[config.mk]
export PLATFORM = sky130hd
export DESIGN_NAME = nibbler_sequencer
export DESIGN_NICKNAME = d
export VERILOG_FILES = /design/src/rtl/nibbler_pkg.sv /design/src/rtl/nibbler_ret_stack.sv /design/src/rtl/nibbler_sequencer.sv
export SDC_FILE = /design/constraint.sdc
export NUM_CORES = 1
export LEC_CHECK = 0
export ABC_AREA = 1
export ABC_CLOCK_PERIOD_IN_PS = 7650
export CORE_ASPECT_RATIO = 0.75
export CORE_MARGIN = 5
export CORE_UTILIZATION = 55
export CTS_BUF_LIST = sky130_fd_sc_hd__clkbuf_16
export DETAILED_ROUTE_END_ITERATION = 6
export PLACE_DENSITY_LB_ADDON = 0.2
export SETUP_SLACK_MARGIN = 0.3
export SLEW_MARGIN = 20
export SYNTH_ARGS = -nofsm -noshare
export SYNTH_HDL_FRONTEND = slang
export SYNTH_SLANG_ARGS = --single-unit
[constraint.sdc]
create_clock -name clk -period 7.65 [get_ports clk]
set_input_delay 1.9125 -clock clk [delete_from_list [all_inputs] [get_ports clk]]
set_output_delay 1.9125 -clock clk [all_outputs]
set_load 0.005 [all_outputs]
[src/rtl/nibbler_pkg.sv]
// Shared definitions for the Nibbler fetch/sequencing unit: opcode values,
// sequencer state encoding and the conditional-branch decision helper.
package nibbler_pkg;

    // Control-flow opcodes resolved by the sequencer itself
    localparam logic [3:0] OP_JC   = 4'h0;
    localparam logic [3:0] OP_JNC  = 4'h1;
    localparam logic [3:0] OP_JZ   = 4'h2;
    localparam logic [3:0] OP_JNZ  = 4'h3;
    localparam logic [3:0] OP_J    = 4'h4;
    localparam logic [3:0] OP_CALL = 4'h5;
    localparam logic [3:0] OP_RET  = 4'h6;

    // FETCH reads the opcode word, OPER the address word, COMMIT executes
    typedef enum logic [1:0] {
        FETCH  = 2'd0,
        OPER   = 2'd1,
        COMMIT = 2'd2
    } seq_state_e;

    // Decides whether a jump-family opcode transfers control given the flags
    function automatic logic branch_taken(input logic [3:0] op,
                                          input logic       c,
                                          input logic       z);
        logic taken;
        taken = 1'b0;
        case (op)
            OP_JC:   taken = c;
            OP_JNC:  taken = !c;
            OP_JZ:   taken = z;
            OP_JNZ:  taken = !z;
            OP_J:    taken = 1'b1;
            default: taken = 1'b0;
        endcase
        return taken;
    endfunction

endpackage

[src/rtl/nibbler_ret_stack.sv]
// Hardware return-address stack for CALL/RET. Pushes while full and pops
// while empty are ignored here; the sequencer reports those as stack errors.
module nibbler_ret_stack #(
    parameter int STACK_DEPTH = 4,
    parameter int ADDR_W      = 12
) (
    input  logic              clk,
    input  logic              reset,
    input  logic              push,
    input  logic              pop,
    input  logic [ADDR_W-1:0] push_data,
    output logic              full,
    output logic              empty,
    output logic [ADDR_W-1:0] top
);

    localparam int SP_W = $clog2(STACK_DEPTH + 1);

    logic [SP_W-1:0]   sp_q;
    logic [SP_W-1:0]   sp_d;
    logic [ADDR_W-1:0] mem_q [STACK_DEPTH];
    logic [ADDR_W-1:0] mem_d [STACK_DEPTH];

    assign full  = (sp_q == SP_W'(STACK_DEPTH));
    assign empty = (sp_q == '0);

    // Select the most recently pushed entry without a variable array index
    always_comb begin
        top = '0;
        for (int i = 0; i < STACK_DEPTH; i++) begin
            if (sp_q == SP_W'(i + 1)) begin
                top = mem_q[i];
            end
        end
    end

    // Compute the next stack pointer and contents for a push or a pop
    always_comb begin
        sp_d  = sp_q;
        mem_d = mem_q;
        if (push && !full) begin
            for (int i = 0; i < STACK_DEPTH; i++) begin
                if (sp_q == SP_W'(i)) begin
                    mem_d[i] = push_data;
                end
            end
            sp_d = sp_q + 1'b1;
        end else if (pop && !empty) begin
            sp_d = sp_q - 1'b1;
        end
    end

    // Stack registers; reset empties the stack and clears stale entries
    always_ff @(posedge clk or posedge reset) begin
        if (reset) begin
            sp_q <= '0;
            for (int i = 0; i < STACK_DEPTH; i++) begin
                mem_q[i] <= '0;
            end
        end else begin
            sp_q  <= sp_d;
            mem_q <= mem_d;
        end
    end

endmodule

[src/rtl/nibbler_sequencer.sv]
// Nibbler fetch/sequencing unit: fetches two-word instructions over a
// req/ack program-memory port, resolves jumps, CALL and RET, and strobes
// commit for one cycle so the datapath can execute the latched instruction.
module nibbler_sequencer
    import nibbler_pkg::*;
#(
    parameter int                   DATA_W      = 4,
    parameter int                   STACK_DEPTH = 4,
    parameter logic [2*DATA_W+3:0]  RESET_VEC   = '0
) (
    input  logic                  clk,
    input  logic                  reset,
    output logic [2*DATA_W+3:0]   prog_addr,
    output logic                  prog_req,
    input  logic                  prog_ack,
    input  logic [DATA_W+3:0]     prog_data,
    input  logic                  flag_c,
    input  logic                  flag_z,
    input  logic                  hold,
    output logic                  phase,
    output logic [3:0]            instr,
    output logic [DATA_W-1:0]     operand,
    output logic [2*DATA_W+3:0]   addr_con,
    output logic                  commit,
    output logic                  stack_err
);

    localparam int PROG_W = 4 + DATA_W;
    localparam int ADDR_W = DATA_W + PROG_W;

    seq_state_e        state_q;
    seq_state_e        state_d;
    logic [ADDR_W-1:0] pc_q;
    logic [ADDR_W-1:0] pc_d;
    logic [3:0]        instr_q;
    logic [3:0]        instr_d;
    logic [DATA_W-1:0] operand_q;
    logic [DATA_W-1:0] operand_d;
    logic [ADDR_W-1:0] addr_con_q;
    logic [ADDR_W-1:0] addr_con_d;
    logic              stack_err_q;
    logic              stack_err_d;
    logic              req_en_q;
    logic              req_en_d;

    logic              stk_push;
    logic              stk_pop;
    logic              stk_full;
    logic              stk_empty;
    logic [ADDR_W-1:0] stk_top;

    nibbler_ret_stack #(
        .STACK_DEPTH (STACK_DEPTH),
        .ADDR_W      (ADDR_W)
    ) u_ret_stack (
        .clk       (clk),
        .reset     (reset),
        .push      (stk_push),
        .pop       (stk_pop),
        .push_data (pc_q),
        .full      (stk_full),
        .empty     (stk_empty),
        .top       (stk_top)
    );

    assign prog_addr = pc_q;
    assign phase     = (state_q != FETCH);
    assign instr     = instr_q;
    assign operand   = operand_q;
    assign addr_con  = addr_con_q;
    assign stack_err = stack_err_q;

    // Next-state, handshake and control-flow resolution for the fetch FSM
    always_comb begin
        state_d     = state_q;
        pc_d        = pc_q;
        instr_d     = instr_q;
        operand_d   = operand_q;
        addr_con_d  = addr_con_q;
        stack_err_d = stack_err_q;
        req_en_d    = 1'b1;
        stk_push    = 1'b0;
        stk_pop     = 1'b0;
        prog_req    = 1'b0;
        commit      = 1'b0;

        case (state_q)
            FETCH: begin
                prog_req = req_en_q;
                if (req_en_q && prog_ack) begin
                    instr_d   = prog_data[PROG_W-1:DATA_W];
                    operand_d = prog_data[DATA_W-1:0];
                    pc_d      = pc_q + 1'b1;
                    state_d   = OPER;
                end
            end
            OPER: begin
                prog_req = 1'b1;
                if (prog_ack) begin
                    addr_con_d = {operand_q, prog_data};
                    pc_d       = pc_q + 1'b1;
                    state_d    = COMMIT;
                end
            end
            COMMIT: begin
                commit = !hold;
                if (!hold) begin
                    state_d = FETCH;
                    case (instr_q)
                        OP_JC, OP_JNC, OP_JZ, OP_JNZ, OP_J: begin
                            if (branch_taken(instr_q, flag_c, flag_z)) begin
                                pc_d = addr_con_q;
                            end
                        end
                        OP_CALL: begin
                            if (stk_full) begin
                                stack_err_d = 1'b1;
                            end else begin
                                stk_push = 1'b1;
                            end
                            pc_d = addr_con_q;
                        end
                        OP_RET: begin
                            if (stk_empty) begin
                                stack_err_d = 1'b1;
                            end else begin
                                stk_pop = 1'b1;
                                pc_d    = stk_top;
                            end
                        end
                        default: begin
                        end
                    endcase
                end
            end
            default: begin
                state_d = FETCH;
            end
        endcase
    end

    // Sequencer registers; reset aborts any handshake in flight
    always_ff @(posedge clk or posedge reset) begin
        if (reset) begin
            state_q     <= FETCH;
            pc_q        <= RESET_VEC;
            instr_q     <= '0;
            operand_q   <= '0;
            addr_con_q  <= '0;
            stack_err_q <= 1'b0;
            req_en_q    <= 1'b0;
        end else begin
            state_q     <= state_d;
            pc_q        <= pc_d;
            instr_q     <= instr_d;
            operand_q   <= operand_d;
            addr_con_q  <= addr_con_d;
            stack_err_q <= stack_err_d;
            req_en_q    <= req_en_d;
        end
    end

endmodule

==> impl_metrics.ini <==
[routing]
wl_mm = 10.80
ant_nets = 0
via_per_inst = 5.380
vias = 3841
post-route-drc-count = 0
first_pass_iters = 5
first_iter_violations = 299
wire_per_inst_microns = 15.12

[sta]
setup_viol = 0
max_slew_margin_pct = 26.84
finalHoldViolations = 0
tightest_slew_ps = 1093
min_period_ps = 4998
rsz0062_at_grt = no
slew_violations = 0
skew_ps = 5.785
fmaxAchievable_mhz = 200.1
finalCritPeriodShare_pct = 65.34
tns_ps = 0

[yosys]
yosysWarnings = 0
async_flop_share_pct = 100.0
synth_top_area_share_pct = 47.68
syn_nets = 585
synth_cells = 564
synth_ff_type = dfrtp_1
synth_area_per_cell_sq_um = 8.095
synth_edf_count = 0
ys_seq_area_share_pct = 47.68
synth_common_cells = 185 x nand2_1, 87 x dfrtp_1, 44 x o21ai_1
synth.top_cells.by_area = dfrtp_1 48%, nand2_1 15%, o21ai_1 4.8%, o21ai_2 3.6%, nand3_1 3.4%
synth-seq-cells = 87
yosys.area.top_type = dfrtp_1
syn_area_sq_um = 4566
synth.most_common_cell = nand2_1
synthDistinctLibCells = 34

[floorplan]
start_util_pct = 57.16
rows = 28
core_area_sq_um = 7988
die_area_sq_um = 10240
ioPinCount = 50
die_x_microns = 115.2
die_y_microns = 88.91

[outcome]
status = finished, final reports clean

[clocking]
cts_made_buffers = 9
htreeDepth = 3
cts_hold_buf = 0
clock-sinks = 87
clock_tree.root_cell = clkbuf_16
path_clk_slew_ps = 60
worstSkewPairLatency_ps = 340
post_cts_resized = 0
clockBufferDepth = 2
post_cts_buffers = 0
cts_tree = done

[global_route]
grt_pass1_wl_mm = 17.96
antenna_found_initial = 0
grt_pass1_vias = 3596
grt_max_degree = 78
grtUsageTotal_pct = 22.80
grt-ovfl-total = 0

[setup_path]
path_common_cell = clkdlybuf4s50_1
cp.arrival_ps = 3090
r2r-start = u_ret_stack.sp_q[0]
critical_path.max_stage_delay_ps = 530
crit_required_ps = 5740
cp_slowest_cell = clkdlybuf4s50_1
crit_type = primary input to output port
crit_fanout = 4
cp_top_family = buffers and inverters
startpoint_type = primary input
crit_chain = clkdlybuf4s50_1 > nor2_4 > clkdlybuf4s50_1
crit_path_end_kind = output port
crit_buf_inv = 2
startpoint = hold

[placement]
place_congestion = 0.8667
place_area_sq_um = 5015
hpwl_mm = 7.515
port_buffers = 49

[final_layout]
fill_cells = 678
syn_to_final_growth_pct = 17.51
diodes = 0
drive_gt1_share_pct = 11.00
fin_util_pct = 67.17
fin_area_sq_um = 5365
nets = 625

[power_and_ir_drop]
p_per_area_nw_per_um2 = 381.8
p_leak_nw = 2.612
ir_worst_vdd_mv = 0.3117

[worst_hold_path]
hp-start = stack_err
hold_path_class = register to register

[run]
cap_viol_max_count = 0
==> final timing paths <==
check / endpoint / slack, ps / cells after the start
max: commit / 2650 / 3
max reg2reg: prog_addr[8] / 5200 / 12
min in group asynchronous: u_ret_stack.sp_q[2] / 1790 / 2
max in group asynchronous: operand[0] / 4670 / 3
min: stack_err / 480 / 1
min reg2reg: stack_err / 480 / 1
==> flip-flops by register name (all words and copies together) (netlist names) <==
name / count
u_ret_stack.sp_q: 3
u_ret_stack.mem_q: 48
req_en_q: 1
instr: 4
operand: 4
state_q: 2
addr_con: 12
stack_err: 1
prog_addr: 12
==> cell type report <==
type	count	area [sq um]	share of cell area, %
well taps	105	131.4	2.449
clock buffers	9	225.2	4.198
multi-input cells	406	2012	37.50
repair buffers	50	498.0	9.282
clock inverters	7	125.1	2.332
inverters	50	196.4	3.661
flip-flops and latches	87	2177	40.58
==> layout by cell type (no fill, tap or decap) <==
cell / n
a21boi_0: 1
nand3_1: 31
conb_1: 1
clkinv_2: 1
nor2_1: 40
nand2_4: 8
o21ai_1: 44
dfrtp_1: 87
nand4_1: 1
nand2_1: 185
o31ai_1: 1
inv_2: 7
xor2_1: 7
nor2_2: 2
o21bai_1: 1
or2_1: 3
nand3_2: 1
o21ai_0: 20
a21oi_1: 19
buf_4: 1
or2_2: 4
clkinv_1: 2
bufinv_16: 3
nand2_2: 2
inv_1: 39
nor3_1: 2
a21boi_1: 1
mux2_2: 2
ha_1: 7
a31oi_1: 1
clkbuf_16: 9
nor2_4: 3
o21ai_2: 19
inv_8: 1
inv_6: 4
clkdlybuf4s50_1: 49
==> per-stage QoR <==
stage                     worst slack [ps]  cells  total power [mW]  hold slack [ps]
after CTS                             2638    714             2.064            484.8
after global routing                  2600    714             2.190            497.1
after floorplan                       3487    564             1.234            451.2
final                                 2652    714             2.049            478.7
after global placement                2667    698             1.510            460.7
after detailed placement              2643    698             1.540            468.1
==> kinds of logic (layout without fill, tap and decap cells) <==
kind of cell	Yosys count	after routing	synth area share [%]
AO/OA/AOI/OAI	107	107	13.54
adder cells (fa/ha/maj)	7	7	1.918
multiplexers	2	2	0.4933
XOR/XNOR	7	7	1.343
flip-flops	87	87	47.68
AND/OR/NAND/NOR	282	282	26.69
other	1	1	0.08214
buffers and inverters	71	116	8.249
==> metal layers <==
metal / GRT usage (%) / wire length (microns) / vias up
met5: 0 / 0 / -
met4: 7.783 / 164 / 0
met3: 4.533 / 451 / 14
met2: 37.13 / 5313 / 98
met1: 30.96 / 4867 / 1849
li1: - / - / 1880
==> report_power, final <==
| part | switching (mW) | leakage [nW] | total, mW | internal (mW) |
|---|---|---|---|---|
| Clock | 0.192 | 0.171 | 0.516 | 0.324 |
| Sequential | 0.116 | 1.16 | 0.694 | 0.578 |
| Combinational | 0.489 | 1.28 | 0.839 | 0.349 |
| Total | 0.797 | 2.61 | 2.05 | 1.25 |
No activity file was read; power rests on OpenSTA's default activity.
